`config.mk`:
```
export PLATFORM = sky130hd
export DESIGN_NAME = ahb_lite_master_bridge
export DESIGN_NICKNAME = d
export VERILOG_FILES = /design/src/rtl/ahb_lite_master_bridge_pkg.sv /design/src/rtl/ahb_lite_master_bridge_lane_align.sv /design/src/rtl/ahb_lite_master_bridge.sv
export SDC_FILE = /design/constraint.sdc
export NUM_CORES = 1
export LEC_CHECK = 0
export BUFFER_PORTS_ARGS = -buffer_cell sky130_fd_sc_hd__buf_2
export CAP_MARGIN = 0
export CORE_UTILIZATION = 55
export CTS_BUF_LIST = sky130_fd_sc_hd__clkbuf_16
export CTS_CLUSTER_DIAMETER = 80
export DETAILED_ROUTE_END_ITERATION = 6
export PLACE_DENSITY = 0.95
export SLEW_MARGIN = 10
export SYNTH_ARGS = -nofsm -noshare
export SYNTH_HDL_FRONTEND = slang
export SYNTH_SLANG_ARGS = --single-unit
```
`constraint.sdc`:
```
create_clock -name clk -period 4.3 [get_ports clk]
set_input_delay 0.645 -clock clk [delete_from_list [all_inputs] [get_ports clk]]
set_output_delay 0.645 -clock clk [all_outputs]
set_load 0.01 [all_outputs]
```
`src/rtl/ahb_lite_master_bridge_pkg.sv`:
```
// ahb_lite_master_bridge_pkg
//  Shared types for the core-to-AHB-Lite data bridge: AHB transfer/size
//  encodings, RISC-V load/store funct3 encodings, bridge FSM states, the
//  latched request struct, and small decode helpers.
package ahb_lite_master_bridge_pkg;

  localparam int WORD_W = 32;

  typedef enum logic [1:0] {
    HTRANS_IDLE   = 2'b00,
    HTRANS_BUSY   = 2'b01,
    HTRANS_NONSEQ = 2'b10,
    HTRANS_SEQ    = 2'b11
  } htrans_t;

  typedef enum logic [2:0] {
    F3_LB  = 3'b000,
    F3_LH  = 3'b001,
    F3_LW  = 3'b010,
    F3_LBU = 3'b100,
    F3_LHU = 3'b101
  } funct3_ld_i_t;

  typedef enum logic [2:0] {
    F3_SB = 3'b000,
    F3_SH = 3'b001,
    F3_SW = 3'b010
  } funct3_s_t;

  typedef enum logic [2:0] {
    BR_IDLE,
    BR_ADDR,
    BR_DATA,
    BR_ERR,
    BR_DONE
  } bridge_state_t;

  typedef enum logic [2:0] {
    HSIZE_BYTE = 3'b000,
    HSIZE_HALF = 3'b001,
    HSIZE_WORD = 3'b010
  } hsize_t;

  // Request captured at acceptance; the address itself lives in haddr_q.
  typedef struct packed {
    logic              is_wr;
    logic [2:0]        funct3;
    logic [1:0]        lane;
    logic [WORD_W-1:0] wdata;
  } bridge_req_t;

  function automatic logic f3_supported(input logic is_wr, input logic [2:0] f3);
    logic ok;
    ok = 1'b0;
    if (is_wr) begin
      case (f3)
        F3_SB, F3_SH, F3_SW: ok = 1'b1;
        default:             ok = 1'b0;
      endcase
    end else begin
      case (f3)
        F3_LB, F3_LH, F3_LW, F3_LBU, F3_LHU: ok = 1'b1;
        default:                             ok = 1'b0;
      endcase
    end
    return ok;
  endfunction

  // size uses the low two funct3 bits: 0 byte, 1 half, 2 word.
  function automatic logic is_misaligned(input logic [1:0] size, input logic [1:0] lo);
    logic mis;
    case (size)
      2'd1:    mis = lo[0];
      2'd2:    mis = (lo != 2'b00);
      default: mis = 1'b0;
    endcase
    return mis;
  endfunction

endpackage

```
`src/rtl/ahb_lite_master_bridge_lane_align.sv`:
```
// mem_lane_align
//  Combinational byte-lane steering between the core and a 32-bit AHB bus.
//  Ports:
//   funct3  in  load/store size+sign encoding
//   lane    in  byte address offset addr[1:0]
//   st_data in  right-aligned store data
//   hrdata  in  raw AHB read data
//   hwdata  out store data replicated across all lanes of its size
//   ld_data out selected load lanes, sign/zero extended (0 for bad funct3)
module mem_lane_align
  import ahb_lite_master_bridge_pkg::*;
(
  input  logic [2:0]        funct3,
  input  logic [1:0]        lane,
  input  logic [WORD_W-1:0] st_data,
  input  logic [WORD_W-1:0] hrdata,
  output logic [WORD_W-1:0] hwdata,
  output logic [WORD_W-1:0] ld_data
);

  localparam int NUM_LANES = WORD_W / 8;

  logic [NUM_LANES-1:0][7:0] wr_bytes;
  logic [NUM_LANES-1:0][7:0] rd_bytes;
  logic [7:0]                ld_byte;
  logic [15:0]               ld_half;

  // Replication means the slave picks the right lane without knowing
  // the offset; each lane takes byte 0, the matching half byte, or its own.
  for (genvar i = 0; i < NUM_LANES; i++) begin : g_lane
    assign wr_bytes[i] = (funct3[1:0] == 2'b00) ? st_data[7:0] :
                         (funct3[1:0] == 2'b01) ? st_data[8*(i%2) +: 8] :
                                                  st_data[8*i +: 8];
  end
  assign hwdata = wr_bytes;

  assign rd_bytes = hrdata;
  assign ld_byte  = rd_bytes[lane];
  assign ld_half  = lane[1] ? hrdata[31:16] : hrdata[15:0];

  always_comb begin
    ld_data = '0;
    case (funct3)
      F3_LB:   ld_data = {{(WORD_W-8){ld_byte[7]}}, ld_byte};
      F3_LH:   ld_data = {{(WORD_W-16){ld_half[15]}}, ld_half};
      F3_LW:   ld_data = hrdata;
      F3_LBU:  ld_data = {{(WORD_W-8){1'b0}}, ld_byte};
      F3_LHU:  ld_data = {{(WORD_W-16){1'b0}}, ld_half};
      default: ld_data = '0;
    endcase
  end

endmodule

```
`src/rtl/ahb_lite_master_bridge.sv`:
```
// ahb_lite_master_bridge
//  Turns one core load/store at a time into a single AHB-Lite transfer.
//  Misaligned and unsupported-size requests complete locally without bus
//  traffic; bus errors come back as mem_fault.
//  Ports:
//   clk, rst                  clock, synchronous active-high reset
//   mem_ren/mem_wen           level requests, held until mem_done (store wins)
//   mem_addr/wdata/funct3     request payload
//   mem_rdata/done/fault/misaligned  one-cycle completion report
//   haddr/hwrite/hsize/htrans/hwdata AHB master outputs (all registered)
//   hrdata/hready/hresp       AHB slave responses
module ahb_lite_master_bridge
  import ahb_lite_master_bridge_pkg::*;
#(
  parameter int ADDR_W = 32,
  parameter int DATA_W = 32   // must equal WORD_W
) (
  input  logic              clk,
  input  logic              rst,
  input  logic              mem_ren,
  input  logic              mem_wen,
  input  logic [ADDR_W-1:0] mem_addr,
  input  logic [DATA_W-1:0] mem_wdata,
  input  logic [2:0]        mem_funct3,
  output logic [DATA_W-1:0] mem_rdata,
  output logic              mem_done,
  output logic              mem_fault,
  output logic              mem_misaligned,
  output logic [ADDR_W-1:0] haddr,
  output logic              hwrite,
  output logic [2:0]        hsize,
  output logic [1:0]        htrans,
  output logic [DATA_W-1:0] hwdata,
  input  logic [DATA_W-1:0] hrdata,
  input  logic              hready,
  input  logic              hresp
);

  bridge_state_t     state_q, state_d;
  bridge_req_t       req_q, req_d;
  logic [ADDR_W-1:0] haddr_q, haddr_d;
  logic              hwrite_q, hwrite_d;
  hsize_t            hsize_q, hsize_d;
  htrans_t           htrans_q, htrans_d;
  logic [DATA_W-1:0] hwdata_q, hwdata_d;
  logic [DATA_W-1:0] mem_rdata_q, mem_rdata_d;
  logic              mem_done_q, mem_done_d;
  logic              mem_fault_q, mem_fault_d;
  logic              mem_mis_q, mem_mis_d;

  logic [WORD_W-1:0] st_lanes;
  logic [WORD_W-1:0] ld_ext;

  mem_lane_align u_align (
    .funct3  (req_q.funct3),
    .lane    (req_q.lane),
    .st_data (req_q.wdata),
    .hrdata  (hrdata),
    .hwdata  (st_lanes),
    .ld_data (ld_ext)
  );

  always_comb begin
    state_d     = state_q;
    req_d       = req_q;
    haddr_d     = haddr_q;
    hwrite_d    = hwrite_q;
    hsize_d     = hsize_q;
    htrans_d    = htrans_q;
    hwdata_d    = hwdata_q;
    // Completion outputs are only ever high for the single BR_DONE cycle.
    mem_rdata_d = '0;
    mem_done_d  = 1'b0;
    mem_fault_d = 1'b0;
    mem_mis_d   = 1'b0;

    case (state_q)
      BR_IDLE: begin
        if (mem_wen || mem_ren) begin
          req_d.is_wr  = mem_wen;
          req_d.funct3 = mem_funct3;
          req_d.lane   = mem_addr[1:0];
          req_d.wdata  = mem_wdata;
          if (!f3_supported(mem_wen, mem_funct3)) begin
            state_d     = BR_DONE;
            mem_done_d  = 1'b1;
            mem_fault_d = 1'b1;
          end else if (is_misaligned(mem_funct3[1:0], mem_addr[1:0])) begin
            state_d    = BR_DONE;
            mem_done_d = 1'b1;
            mem_mis_d  = 1'b1;
          end else begin
            state_d  = BR_ADDR;
            htrans_d = HTRANS_NONSEQ;
            haddr_d  = mem_addr;
            hwrite_d = mem_wen;
            hsize_d  = hsize_t'({1'b0, mem_funct3[1:0]});
          end
        end
      end

      BR_ADDR: begin
        if (hready) begin
          state_d  = BR_DATA;
          htrans_d = HTRANS_IDLE;
          hwdata_d = req_q.is_wr ? st_lanes : '0;
        end
      end

      BR_DATA: begin
        if (hresp) begin
          // hready with hresp in the first cycle is a slave protocol slip;
          // still report it as a fault rather than hang.
          if (hready) begin
            state_d     = BR_DONE;
            mem_done_d  = 1'b1;
            mem_fault_d = 1'b1;
          end else begin
            state_d = BR_ERR;
          end
        end else if (hready) begin
          state_d     = BR_DONE;
          mem_done_d  = 1'b1;
          mem_rdata_d = req_q.is_wr ? '0 : ld_ext;
        end
      end

      BR_ERR: begin
        if (hready) begin
          state_d     = BR_DONE;
          mem_done_d  = 1'b1;
          mem_fault_d = 1'b1;
        end
      end

      BR_DONE: begin
        // Requests are deliberately not looked at here so the still-held
        // request that just finished is not issued twice.
        state_d  = BR_IDLE;
        haddr_d  = '0;
        hwrite_d = 1'b0;
        hsize_d  = HSIZE_BYTE;
        hwdata_d = '0;
      end

      default: state_d = BR_IDLE;
    endcase
  end

  always_ff @(posedge clk) begin
    if (rst) begin
      state_q     <= BR_IDLE;
      req_q       <= '0;
      haddr_q     <= '0;
      hwrite_q    <= 1'b0;
      hsize_q     <= HSIZE_BYTE;
      htrans_q    <= HTRANS_IDLE;
      hwdata_q    <= '0;
      mem_rdata_q <= '0;
      mem_done_q  <= 1'b0;
      mem_fault_q <= 1'b0;
      mem_mis_q   <= 1'b0;
    end else begin
      state_q     <= state_d;
      req_q       <= req_d;
      haddr_q     <= haddr_d;
      hwrite_q    <= hwrite_d;
      hsize_q     <= hsize_d;
      htrans_q    <= htrans_d;
      hwdata_q    <= hwdata_d;
      mem_rdata_q <= mem_rdata_d;
      mem_done_q  <= mem_done_d;
      mem_fault_q <= mem_fault_d;
      mem_mis_q   <= mem_mis_d;
    end
  end

  assign haddr          = haddr_q;
  assign hwrite         = hwrite_q;
  assign hsize          = hsize_q;
  assign htrans         = htrans_q;
  assign hwdata         = hwdata_q;
  assign mem_rdata      = mem_rdata_q;
  assign mem_done       = mem_done_q;
  assign mem_fault      = mem_fault_q;
  assign mem_misaligned = mem_mis_q;

endmodule
```
* Yosys cells after proc, flatten, opt, wreduce, memory -nomap -nowiden
Index checks and enable logic that the tools add are counted.
** Cells by class
- Order comparisons :: 1
- Reductions and logical operators :: 19
- Mux-type cells :: 55
- Eq/ne operators :: 19
- Bitwise gates (word level) :: 5
** Operators by type and width (number)
- $mux W32 :: 5
- $pmux W32 S5 :: 1
- $pmux W32 S2 :: 2
- $mux W8 :: 6
- $mux W3 :: 10
- $mux W1 :: 18
- $bmux W8 S2 :: 1
- $mux W16 :: 1
- $eq A3 B3 Y1 const B :: 5
- $eq A3 B2 Y1 const B :: 4
- $pmux W3 S4 :: 1
- $reduce_or A5 Y1 :: 2
- $eq A3 B1 Y1 const B :: 3
- $logic_not A3 Y1 :: 3
- $mux W2 :: 4
- $ne A2 B2 Y1 const B :: 4
- $reduce_bool A2 Y1 :: 4
- $pmux W1 S2 :: 3
- $pmux W3 S2 :: 1
- $reduce_and A2 Y1 :: 3
- $not A1 Y1 :: 5
- $reduce_and A5 Y1 :: 1
- $eq A2 B1 Y1 const B :: 2
- $pmux W2 S2 :: 1
- 9 further kinds :: 9
** Storage, ports and cells
- Output and inout port bits :: 105
- Word-level logic and storage cells :: 113
- Bits of input ports :: 105
- Register bits after elaboration :: 146

* Logic depth before layout (Yosys ltp)
Gate-level depths: netlist (run 1).
- Depth in word-level cells :: 13
- Depth in mapped cells :: 8
- Depth with buffers taken out :: 6

* Cells and area by module
From an unflattened synthesis (run 1), not the netlist that was laid out.
** Unflattened totals
- Cells, all modules :: 746
- Area, all modules :: 6366.1 um^2
** Modules (own cells, without submodules)
- ahb_lite_master_bridge :: area an instance 5091.1 um^2, instances 1, cells each 574, seq. area each 2882.8 um^2
- mem_lane_align :: area an instance 1275.0 um^2, instances 1, cells each 172, seq. area each 0.0 um^2

* Least setup slack after synthesis (run 1)
Ideal clock, no wire load.
- Path kind :: in2reg
- Start point :: in mem_funct3[0]
- End point :: reg haddr_q[10] (netlist: haddr[10])
- Data required time :: 4.177 ns
- Setup time :: 0.123 ns
- Slack :: 2.253 ns
- Stages on the path :: 7
- Arrival time :: 1.925 ns
- Path buffers :: 1
- Cell sequence :: inv_1 > ha_1 > o211a_1 > a31oi_2 > nor3b_2 > buf_2 > o21ai_1
** Between the ends
- Longest elaborated chain between the ends :: 8
- Elaborated cells on any way between the ends :: 21
- Classes of those cells :: eq/ne: 8; mux: 9; reduce/logical: 4
** Ends and longest elaborated chain
- start, declared :: RTL line ahb_lite_master_bridge.sv:24 : input logic [2:0] mem_funct3,
- $eq A3 B1 Y1, or another cell as far along :: RTL line ahb_lite_master_bridge_pkg.sv:56, ahb_lite_master_bridge_pkg.sv:61
- $reduce_or A5 Y1 or $reduce_or A3 Y1 (tied branches) :: RTL line ahb_lite_master_bridge_pkg.sv:61, ahb_lite_master_bridge_pkg.sv:56
- $mux W1 (on tied branches) :: RTL line ahb_lite_master_bridge_pkg.sv:61, ahb_lite_master_bridge_pkg.sv:56
- $mux W1 :: RTL line ahb_lite_master_bridge_pkg.sv:55 : if (is_wr) begin
- $mux W1 :: RTL line ahb_lite_master_bridge.sv:79 : if (mem_wen || mem_ren) begin
- $mux W1 :: RTL line ahb_lite_master_bridge.sv:77 : case (state_q)
- $ne A2 B2 Y1 (no line)
- $reduce_and A4 Y1 (no line) (*)
- end signal, assigned :: RTL line ahb_lite_master_bridge.sv:166 : haddr_q <= haddr_d;
- end, declared :: RTL line ahb_lite_master_bridge.sv:41 : logic [ADDR_W-1:0] haddr_q, haddr_d;
Mark *: on every way between the ends. The rest lies on a longest branch, timed or not. The select of a mux whose other input is x is not followed.
A chain may end at the register's enable or synchronous reset.

* Worst setup path in the final report (run 1)
- Start point :: reg state_q[2]
- End point :: reg hwdata_q[30] (netlist: hwdata[30])
** Between the ends
- Longest elaborated chain between the ends :: 3
- Elaborated cells on any way between the ends :: 6
- Classes of those cells :: eq/ne: 3; mux: 1; reduce/logical: 2
** Ends and longest elaborated chain
- start, declared :: RTL line ahb_lite_master_bridge.sv:39 : bridge_state_t state_q, state_d;
- start signal, assigned :: RTL line ahb_lite_master_bridge.sv:164 : state_q <= state_d;
- $eq A3 B1 Y1 or $eq A3 B3 Y1 (tied branches) :: RTL line ahb_lite_master_bridge.sv:77
- $ne A2 B2 Y1 (no line) or $reduce_bool A2 Y1 (tied branches)
- $reduce_and A2 Y1 (no line)
- end signal, assigned :: RTL line ahb_lite_master_bridge.sv:170 : hwdata_q <= hwdata_d;
- end, declared :: RTL line ahb_lite_master_bridge.sv:45 : logic [DATA_W-1:0] hwdata_q, hwdata_d;
Parallel ways exist; a longest one is shown, timed or not.

==> results of run 1 <==
where the power goes:
part	total (mW)	internal [mW]	switching, mW	leakage, nW
combinational	0.526	0.202	0.324	1.94
clock	1.42	0.846	0.570	0.268
sequential	1.48	1.40	0.0759	1.17
synth_stat cells, types with 2 or more instances:
library cell and count:
o21ai_0 23, nor2b_1 3, nand2b_1 2, nor2_1 42, a22oi_1 44, clkbuf_1 35, mux2_2 20, buf_6 4
dfxtp_1 144, a211oi_1 3, o21ai_1 21, a31oi_1 3, o211ai_1 2, a41oi_1 34, nor3b_2 2, ha_1 3
nor2_2 3, o21bai_1 5, or3b_2 33, nor3_1 4, buf_4 6, nor3b_1 35, a21o_1 4, inv_1 4
a21oi_1 74, mux2i_1 14, buf_2 26, nand2_1 110, and3_1 5
final timing paths:
kind | startpoint | cells after the start | slack (ns) | end
setup / recovery | state_q[2] | 4 | 1.61 | hwdata[30]
setup reg to reg | state_q[2] | 4 | 1.61 | hwdata[30]
hold / removal | req_q[18] | 2 | 0.45 | req_q[18]
hold reg to reg | req_q[18] | 2 | 0.45 | req_q[18]
logic make-up (layout without fill, tap and decap cells):
logic type / after synthesis / count (layout) / synth area share, %
flops: 144 / 144 / 44.9
fa+ha+maj: 3 / 3 / 0.585
compound gates: 220 / 220 / 22.2
mux: 34 / 34 / 5.69
other cells: 1 / 2 / 0.0584
simple gates: 249 / 249 / 20.8
buf+inv: 75 / 254 / 5.71
worst min-delay path, cell delays in order (launching register included):
cell	delay, ns
dfxtp_1	0.31
nand2_1	0.05
a21oi_1	0.05
metal layers:
layer  vias up  track usage, %
met1      2987            37.3
met5         -               0
met2       327            49.1
met4         2            17.0
met3        62            9.88
li1       2942               -
area by class of cell:
| type | instances | area (µm²) | share of cell area (%) |
|---|---|---|---|
| Tap cell | 143 | 179 | 2.25 |
| Clock buffer | 17 | 425 | 5.34 |
| Inverter | 4 | 15.0 | 0.189 |
| Sequential cell | 144 | 2880 | 36.2 |
| Timing Repair Buffer | 218 | 1120 | 14.1 |
| Clock inverter | 15 | 144 | 1.81 |
| Multi-Input combinational cell | 508 | 3200 | 40.2 |
sequential cells by signal, indices dropped and copies added (netlist names):
signal and count:
hwrite 1, mem_rdata 32, htrans 1, mem_misaligned 1, mem_done 1, haddr 32, hwdata 32, state_q 3
req_q 38, mem_fault 1, hsize 2
stage by stage:
step	util, %	total power [mW]	std cells	area, µm²
floorplan	-	1.85	727	6420
global placement	64.8	2.00	1017	7400
detailed placement	64.8	2.02	1017	7400
CTS	69.8	3.42	1049	7970
global route	69.8	3.55	1049	7970
finish	69.8	3.42	1049	7970
==> metrics.txt, run 1 <==
Peak supply drop=0.000335 V; GRT overflow=0; CP max stage delay=~1.1 ns; Buffers on Ports=207; synth top area cells=dfxtp_1 45%, nand2_1 6.4%, a21oi_1 5.8%; CTS resizes=0; post-route ant nets=0; pin count of the biggest net entering global routing=82; Unique masters post-synth=47; commonest non-fill, non-tap cell in the layout=buf_2; TNS Setup=0 ns; Ports=210; DRT iter0 DRCs=693; mean area per synthesized cell=roughly 9 µm²; Max H-tree Level=4; Syn Inst Count=726; First-pass DRT Iterations=5; min Tclk post-route=2.69 ns; M1 wire length=~7400 µm; fin. max-slew vios=0; CP max stage cell=dfxtp_1; most frequent cells in the layout=206 x buf_2, 144 x dfxtp_1, 110 x nand2_1; Synth Warn #=0; Netlist Area Pre-Place=about 6400 µm²; Setup Buffers After CTS=0; Bufs and invs on worst path=0; RSZ-0062 raised after global routing=no; final period utilization=62.6%; initial antenna violation count=1; Yosys reg bits=144; residual DRC count=0; Antenna diodes=0; Num CTS Buffers=17; Main synth FF type=dfxtp_1; met2 WL=8990 µm; Die X=110 µm; via density per instance=6.02; CP Class=reg -> reg; startpoint types=flop; met3 routed WL=1540 µm; gr usage total=31.0%; Max Fclk=371 MHz; total routed wirelength=18600 µm; Clock Tree Buf Depth=2; ys async rst share=0%; final count of negative-setup-slack endpoints=0; # fillers=891; layout cell share with drive strength beyond 1=34.7%; vias after detailed routing=6320; Worst Skew=roughly 0.014 ns; Root Buffer=clkbuf_16; HPWL after DPL=11700 µm; leakage=3.38 nW; Hold Path Class=reg -> reg; setup ws final=1.61 ns; worst slack, placed=1.66 ns; clock-pin slew on the worst setup and hold paths=0.06 ns; Post-CTS Hold Fix Bufs=0; status=finished clean; worst-path cell chain=nand3b_1 -> a21o_1 -> a22oi_1 -> nor2_1; final net count=1001; initial core utilization=between 50% and 60%; Routability Congestion=0.785; Area growth, synth to finish=24.1%; Die Span Y=110 µm; clock sink total=144; cell family with most CP delay=flip-flops; max-cap violation count=0; arrival time worst endpoint=3.05 ns; CP Data Required Time=4.65 ns; sequential area share after synthesis=44.9%; top cell type's share of synthesized area=44.9%; Slew HR=17.2%; CTS tree=built; row count=39; CP Max Fanout=41; post-DR wirelength/cell=~18 µm; Power Density=approximately 430 nW/µm²; WHS=0.454 ns; clk_lat worst skew=approximately 0.42 ns; Final Hold Violating Endpoints=0; Core Area=about 11000 µm²; worst slew pin tran=1.24 ns; vias in the first global route=5720; DR top layer=met5; first-pass GRT wire length=28500 µm; biggest area consumer among synthesized cells=dfxtp_1; Die Footprint=12100 µm²; Worst setup EP type=flop; Post-synth EDFFs=0
Power figures use the tool's default switching activity.
==> inputs of run 2 (changes only) <==
--- a/config.mk
+++ b/config.mk
@@ -7,11 +7,11 @@
 export LEC_CHECK = 0
 export BUFFER_PORTS_ARGS = -buffer_cell sky130_fd_sc_hd__buf_2
 export CAP_MARGIN = 0
-export CORE_UTILIZATION = 55
+export CORE_UTILIZATION = 46
 export CTS_BUF_LIST = sky130_fd_sc_hd__clkbuf_16
 export CTS_CLUSTER_DIAMETER = 80
 export DETAILED_ROUTE_END_ITERATION = 6
-export PLACE_DENSITY = 0.95
+export PLACE_DENSITY = 0.88
 export SLEW_MARGIN = 10
 export SYNTH_ARGS = -nofsm -noshare
 export SYNTH_HDL_FRONTEND = slang
==> constraint.sdc (replaced) <==
create_clock -name clk -period 2.3 [get_ports clk]
set_input_delay 0.345 -clock clk [delete_from_list [all_inputs] [get_ports clk]]
set_output_delay 0.345 -clock clk [all_outputs]
set_load 0.01 [all_outputs]
==> run 2 against run 1 <==
Against the previous run:
- sequential power is 84% higher
- utilization is 9.2 points lower
- flip-flop and latch count is the same
- final cell count grew 4.2%
- largest cell class unchanged
- highest routed layer is now met4
- global-route usage shrank 5.1 points
==> metrics.txt, run 2 (synthesized netlist as in run 1, its figures left out) <==
DRT iter0 DRCs=631; Num CTS Buffers=17; initial core utilization=between 40% and 50%; # fillers=about 1.1k; via density per instance=5.72; largest reg by FF count=req_q; final period utilization=80.6%; CP Class=reg -> reg; worst slew pin tran=slightly below 1 ns; layout cell share with drive strength beyond 1=about a third; post-DR wirelength/cell=17.0 µm; clk_lat worst skew=roughly 0.42 ns; leakage=3.44 nW; arrival time worst endpoint=2.15 ns; Area growth, synth to finish=26.4%; residual DRC count=0; final count of negative-setup-slack endpoints=0; Buffers on Ports=slightly above 200; initial antenna violation count=1; Worst setup EP type=flop; Net Sw Frac=28.2%; Slew HR=35.9%; WHS=0.166 ns; min Tclk post-route=about 1.9 ns; most frequent cells in the layout=206 x buf_2, 144 x dfxtp_1, 110 x nand2_1; CTS tree=built; vias in the first global route=5844; Routability Congestion=0.887; Max H-tree Level=4; worst r2r src=req_q[34]; Final Hold Violating Endpoints=0; CP Max Fanout=13; Die Span Y=120 µm; status=finished clean; first-pass GRT wire length=29200 µm; Clock Tree Buf Depth=2; First-pass DRT Iterations=6; Core Area=13400 µm²; CTS resizes=0; gr usage total=25.9%; clock-pin slew on the worst setup and hold paths=0.06 ns; final net count=1011; clock group share of total power=41.2%; post-route ant nets=0; Die X=around 120 µm; HPWL after DPL=12400 µm; Power Density=around 800 nW/µm²; Root Buffer=clkbuf_16; max-cap violation count=0; Max Fclk=540 MHz; GRT overflow=0; Hold Path Class=in -> reg; combinational share of power=16.3%; Setup Buffers After CTS=0; pin count of the biggest net entering global routing=88; DP Cell Count=1060; row count=42; Psw=1.81 mW; worst slack, placed=0.0790 ns; startpoint types=flop; RSZ-0062 raised after global routing=no; Post-CTS Hold Fix Bufs=0; Ports=210; Hold Crit Start=mem_wdata[18]; Largest register FFs=38; CP Data Required Time=roughly 2.6 ns; vias after detailed routing=~6.3k; clock sink total=144; commonest non-fill, non-tap cell in the layout=buf_2; Post-Layout Cell Count=around 1.1k; register share of total power=a little over two fifths; TNS Setup=0 ns; Die Footprint=approximately 14000 µm²; Worst Skew=0.00617 ns; Peak supply drop=0.000494 V; worst setup path start=req_q[34]; fin. max-slew vios=0; setup ws final=0.447 ns; P_int=4.61 mW; total routed wirelength=between 15000 and 20000 µm
-- run 2: cell types whose count changed in the layout (fill, tap and decap cells not counted), sizes merged --
cell | previous run | this run
inv | 5 | 6
buf | 218 | 228
clkinv | 7 | 6
diode | 0 | 1
-- run 2: final timing paths --
check                  to  slack (ns)  cells past startpoint
max reg2reg  mem_rdata[3]        0.45                      4
max          mem_rdata[3]        0.45                      4
min reg2reg     req_q[18]        0.45                      2
min             req_q[18]        0.17                      3
-- run 2: worst max-delay path: stages (launching register included) --
cell and delay, ns:
dfxtp_1 0.59, nand2b_1 0.46, mux2_2 0.40, a22oi_1 0.17, a21oi_1 0.10
-- run 2: power groups by stage --
stage / Combinational [mW] / Sequential (mW) / Clock [mW]
floorplan: 0.690 / 2.76 / 0
global placement: 1.02 / 2.77 / 0
detailed placement: 1.04 / 2.78 / 0
CTS: 1.04 / 2.73 / 2.68
global route: 1.14 / 2.75 / 2.80
finish: 1.05 / 2.73 / 2.65
-- run 2: metrics by stage --
stage | total power, mW | instance area, µm² | utilization [%]
global placement | 3.79 | 7540 | 56.2
finish | 6.42 | 8110 | 60.5
CTS | 6.45 | 8110 | 60.5
floorplan | 3.45 | 6420 | -
global route | 6.68 | 8110 | 60.5
detailed placement | 3.82 | 7540 | 56.2
-- run 2: layout make-up --
class / count / area [µm²] / share of cell area, %
Antenna cell: 1 / 2.50 / 0.0308
Clock buffer: 17 / 425 / 5.24
Clock inverter: 15 / 146 / 1.80
Inverter: 4 / 15.0 / 0.185
Multi-Input combinational cell: 508 / 3200 / 39.4
Sequential cell: 144 / 2880 / 35.5
Tap cell: 176 / 220 / 2.71
Timing Repair Buffer: 228 / 1220 / 15.1
-- run 2: metal layers --
metal | GRT usage [%] | routed length, µm | vias to the layer above
met5 | 0 | 0 | -
met4 | 11.4 | 492 | 0
met3 | 6.04 | 1260 | 33
met2 | 43.1 | 9080 | 262
met1 | 31.6 | 7800 | 2991
li1 | - | - | 2968
==> inputs of run 3 (changes only) <==
==> constraint.sdc (replaced) <==
create_clock -name clk -period 1.7 [get_ports clk]
set_input_delay 0.255 -clock clk [delete_from_list [all_inputs] [get_ports clk]]
set_output_delay 0.255 -clock clk [all_outputs]
set_load 0.01 [all_outputs]
==> run 3 against run 2 <==
Against the previous run:
- critical path depth did not move
- final cell count increased by 1.6%
- sequential share of layout area shrank 0.81 points
- flip-flop and latch count is the same
==> metrics.txt, run 3 (synthesized netlist as in run 1, its figures left out) <==
status=finished clean; clock group share of total power=39.8%; Die X=120 µm; RSZ-0062 raised after global routing=no; clock sink total=144; clock-pin slew on the worst setup and hold paths=0.06 ns; vias in the first global route=5621; Core Area=13400 µm²; layout cell share with drive strength beyond 1=36.4%; Buffers on Ports=~210; first-pass GRT wire length=28700 µm; Num CTS Buffers=17; row count=42; initial antenna violation count=0; post-route ant nets=0; area of the multi-input gates=3200 µm²; gr usage total=approximately 26%; via density per instance=between 5 and 6; First-pass DRT Iterations=5; post-DR wirelength/cell=16.5 µm; Psw=2.47 mW; P_int=6.17 mW; GRT overflow=0; most frequent cells in the layout=206 x buf_2, 144 x dfxtp_1, 110 x nand2_1; HPWL after DPL=around 12000 µm; Antenna diodes=0; # fillers=1127; Peak supply drop=0.000622 V; Final Hold Violating Endpoints=0; CP Max Fanout=7; Max H-tree Level=4; Setup Buffers After CTS=0; Root Buffer=clkbuf_16; startpoint types=flop; largest reg by FF count=req_q; Area growth, synth to finish=29.3%; Final Core Density=between 60% and 70%; CTS tree=built; TNS Setup=0 ns; final net count=1030; DRT iter0 DRCs=583; Largest register FFs=38; Hold Path Class=in -> reg; Worst Skew=0.00678 ns; fin. max-slew vios=0; initial core utilization=47.9%; Net Sw Frac=28.5%; min Tclk post-route=1.54 ns; register share of total power=between 40% and 50%; Post-CTS Hold Fix Bufs=0; CP Data Required Time=1.99 ns; Worst setup EP type=flop; combinational share of power=roughly 18%; Max Fclk=650 MHz; arrival time worst endpoint=1.83 ns; Power Density=1040 nW/µm²; total routed wirelength=18400 µm; CP Class=reg -> reg; vias after detailed routing=6242; Clock Tree Buf Depth=2; final period utilization=90.4%; Ports=210; clk_lat worst skew=0.42 ns; residual DRC count=0; WHS=0.0658 ns; Die Span Y=120 µm; commonest non-fill, non-tap cell in the layout=buf_2; final count of negative-setup-slack endpoints=0; pin count of the biggest net entering global routing=53; Die Footprint=between 10000 and 15000 µm²; leakage=3.54 nW; max-cap violation count=0; Routability Congestion=0.897; FF+latch area=roughly 2900 µm²; CTS resizes=0
[run 3: cell types whose count changed in the layout (fill, tap and decap cells not counted), sizes merged]
cell,previous run,this run
clkinv,6,5
inv,6,7
buf,228,247
diode,1,0
bufinv,2,1
clkinvlp,5,6
[run 3: worst paths after layout]
path / from / to / slack, ns / cells past startpoint
worst min register to register: req_q[19] / req_q[19] / 0.45 / 2
worst max-delay path: req_q[34] / mem_rdata[3] / 0.16 / 4
worst max register to register: req_q[34] / mem_rdata[3] / 0.16 / 4
worst min-delay path: mem_wdata[10] / req_q[10] / 0.07 / 3
[run 3: metrics by stage]
step	instances	worst slack, ns	cell area, µm²	power [mW]
after floorplan	727	0.0425	6420	4.67
after global placement	1079	-0.0582	7750	5.22
after detailed placement	1079	-0.120	7750	5.25
after CTS	1111	0.162	8300	8.68
after global routing	1111	0.0613	8300	9.01
final	1111	0.163	8300	8.64
[run 3: per-layer routing]
layer | vias to the layer above | track usage, % | share of wire, %
li1 | 3004 | - | -
met3 | 47 | 6.70 | 8.3
met4 | 0 | 12.0 | 3.1
met2 | 297 | 41.1 | 47
met5 | - | 0 | 0
met1 | 2894 | 31.9 | 42
[run 3: final cells by class]
class	instances	share of cell area (%)
Sequential cell	144	34.7
Inverter	4	0.181
Multi-Input combinational cell	508	38.5
Clock buffer	17	5.12
Tap cell	176	2.65
Clock inverter	15	1.46
Timing Repair Buffer	247	17.3
[run 3: critical path, stage by stage, from the launching register on]
cell	delay (ns)
dfxtp_1	0.46
nand2b_1	0.32
mux2_2	0.37
a22oi_1	0.15
a21oi_1	0.10
[run 3: power groups by stage]
stage | clock, mW | sequential, mW | combinational [mW]
2_1_floorplan | 0 | 3.74 | 0.933
3_3_place_gp | 0 | 3.74 | 1.49
3_5_place_dp | 0 | 3.74 | 1.51
4_1_cts | 3.49 | 3.67 | 1.52
5_1_grt | 3.66 | 3.70 | 1.65
6_report | 3.44 | 3.68 | 1.52
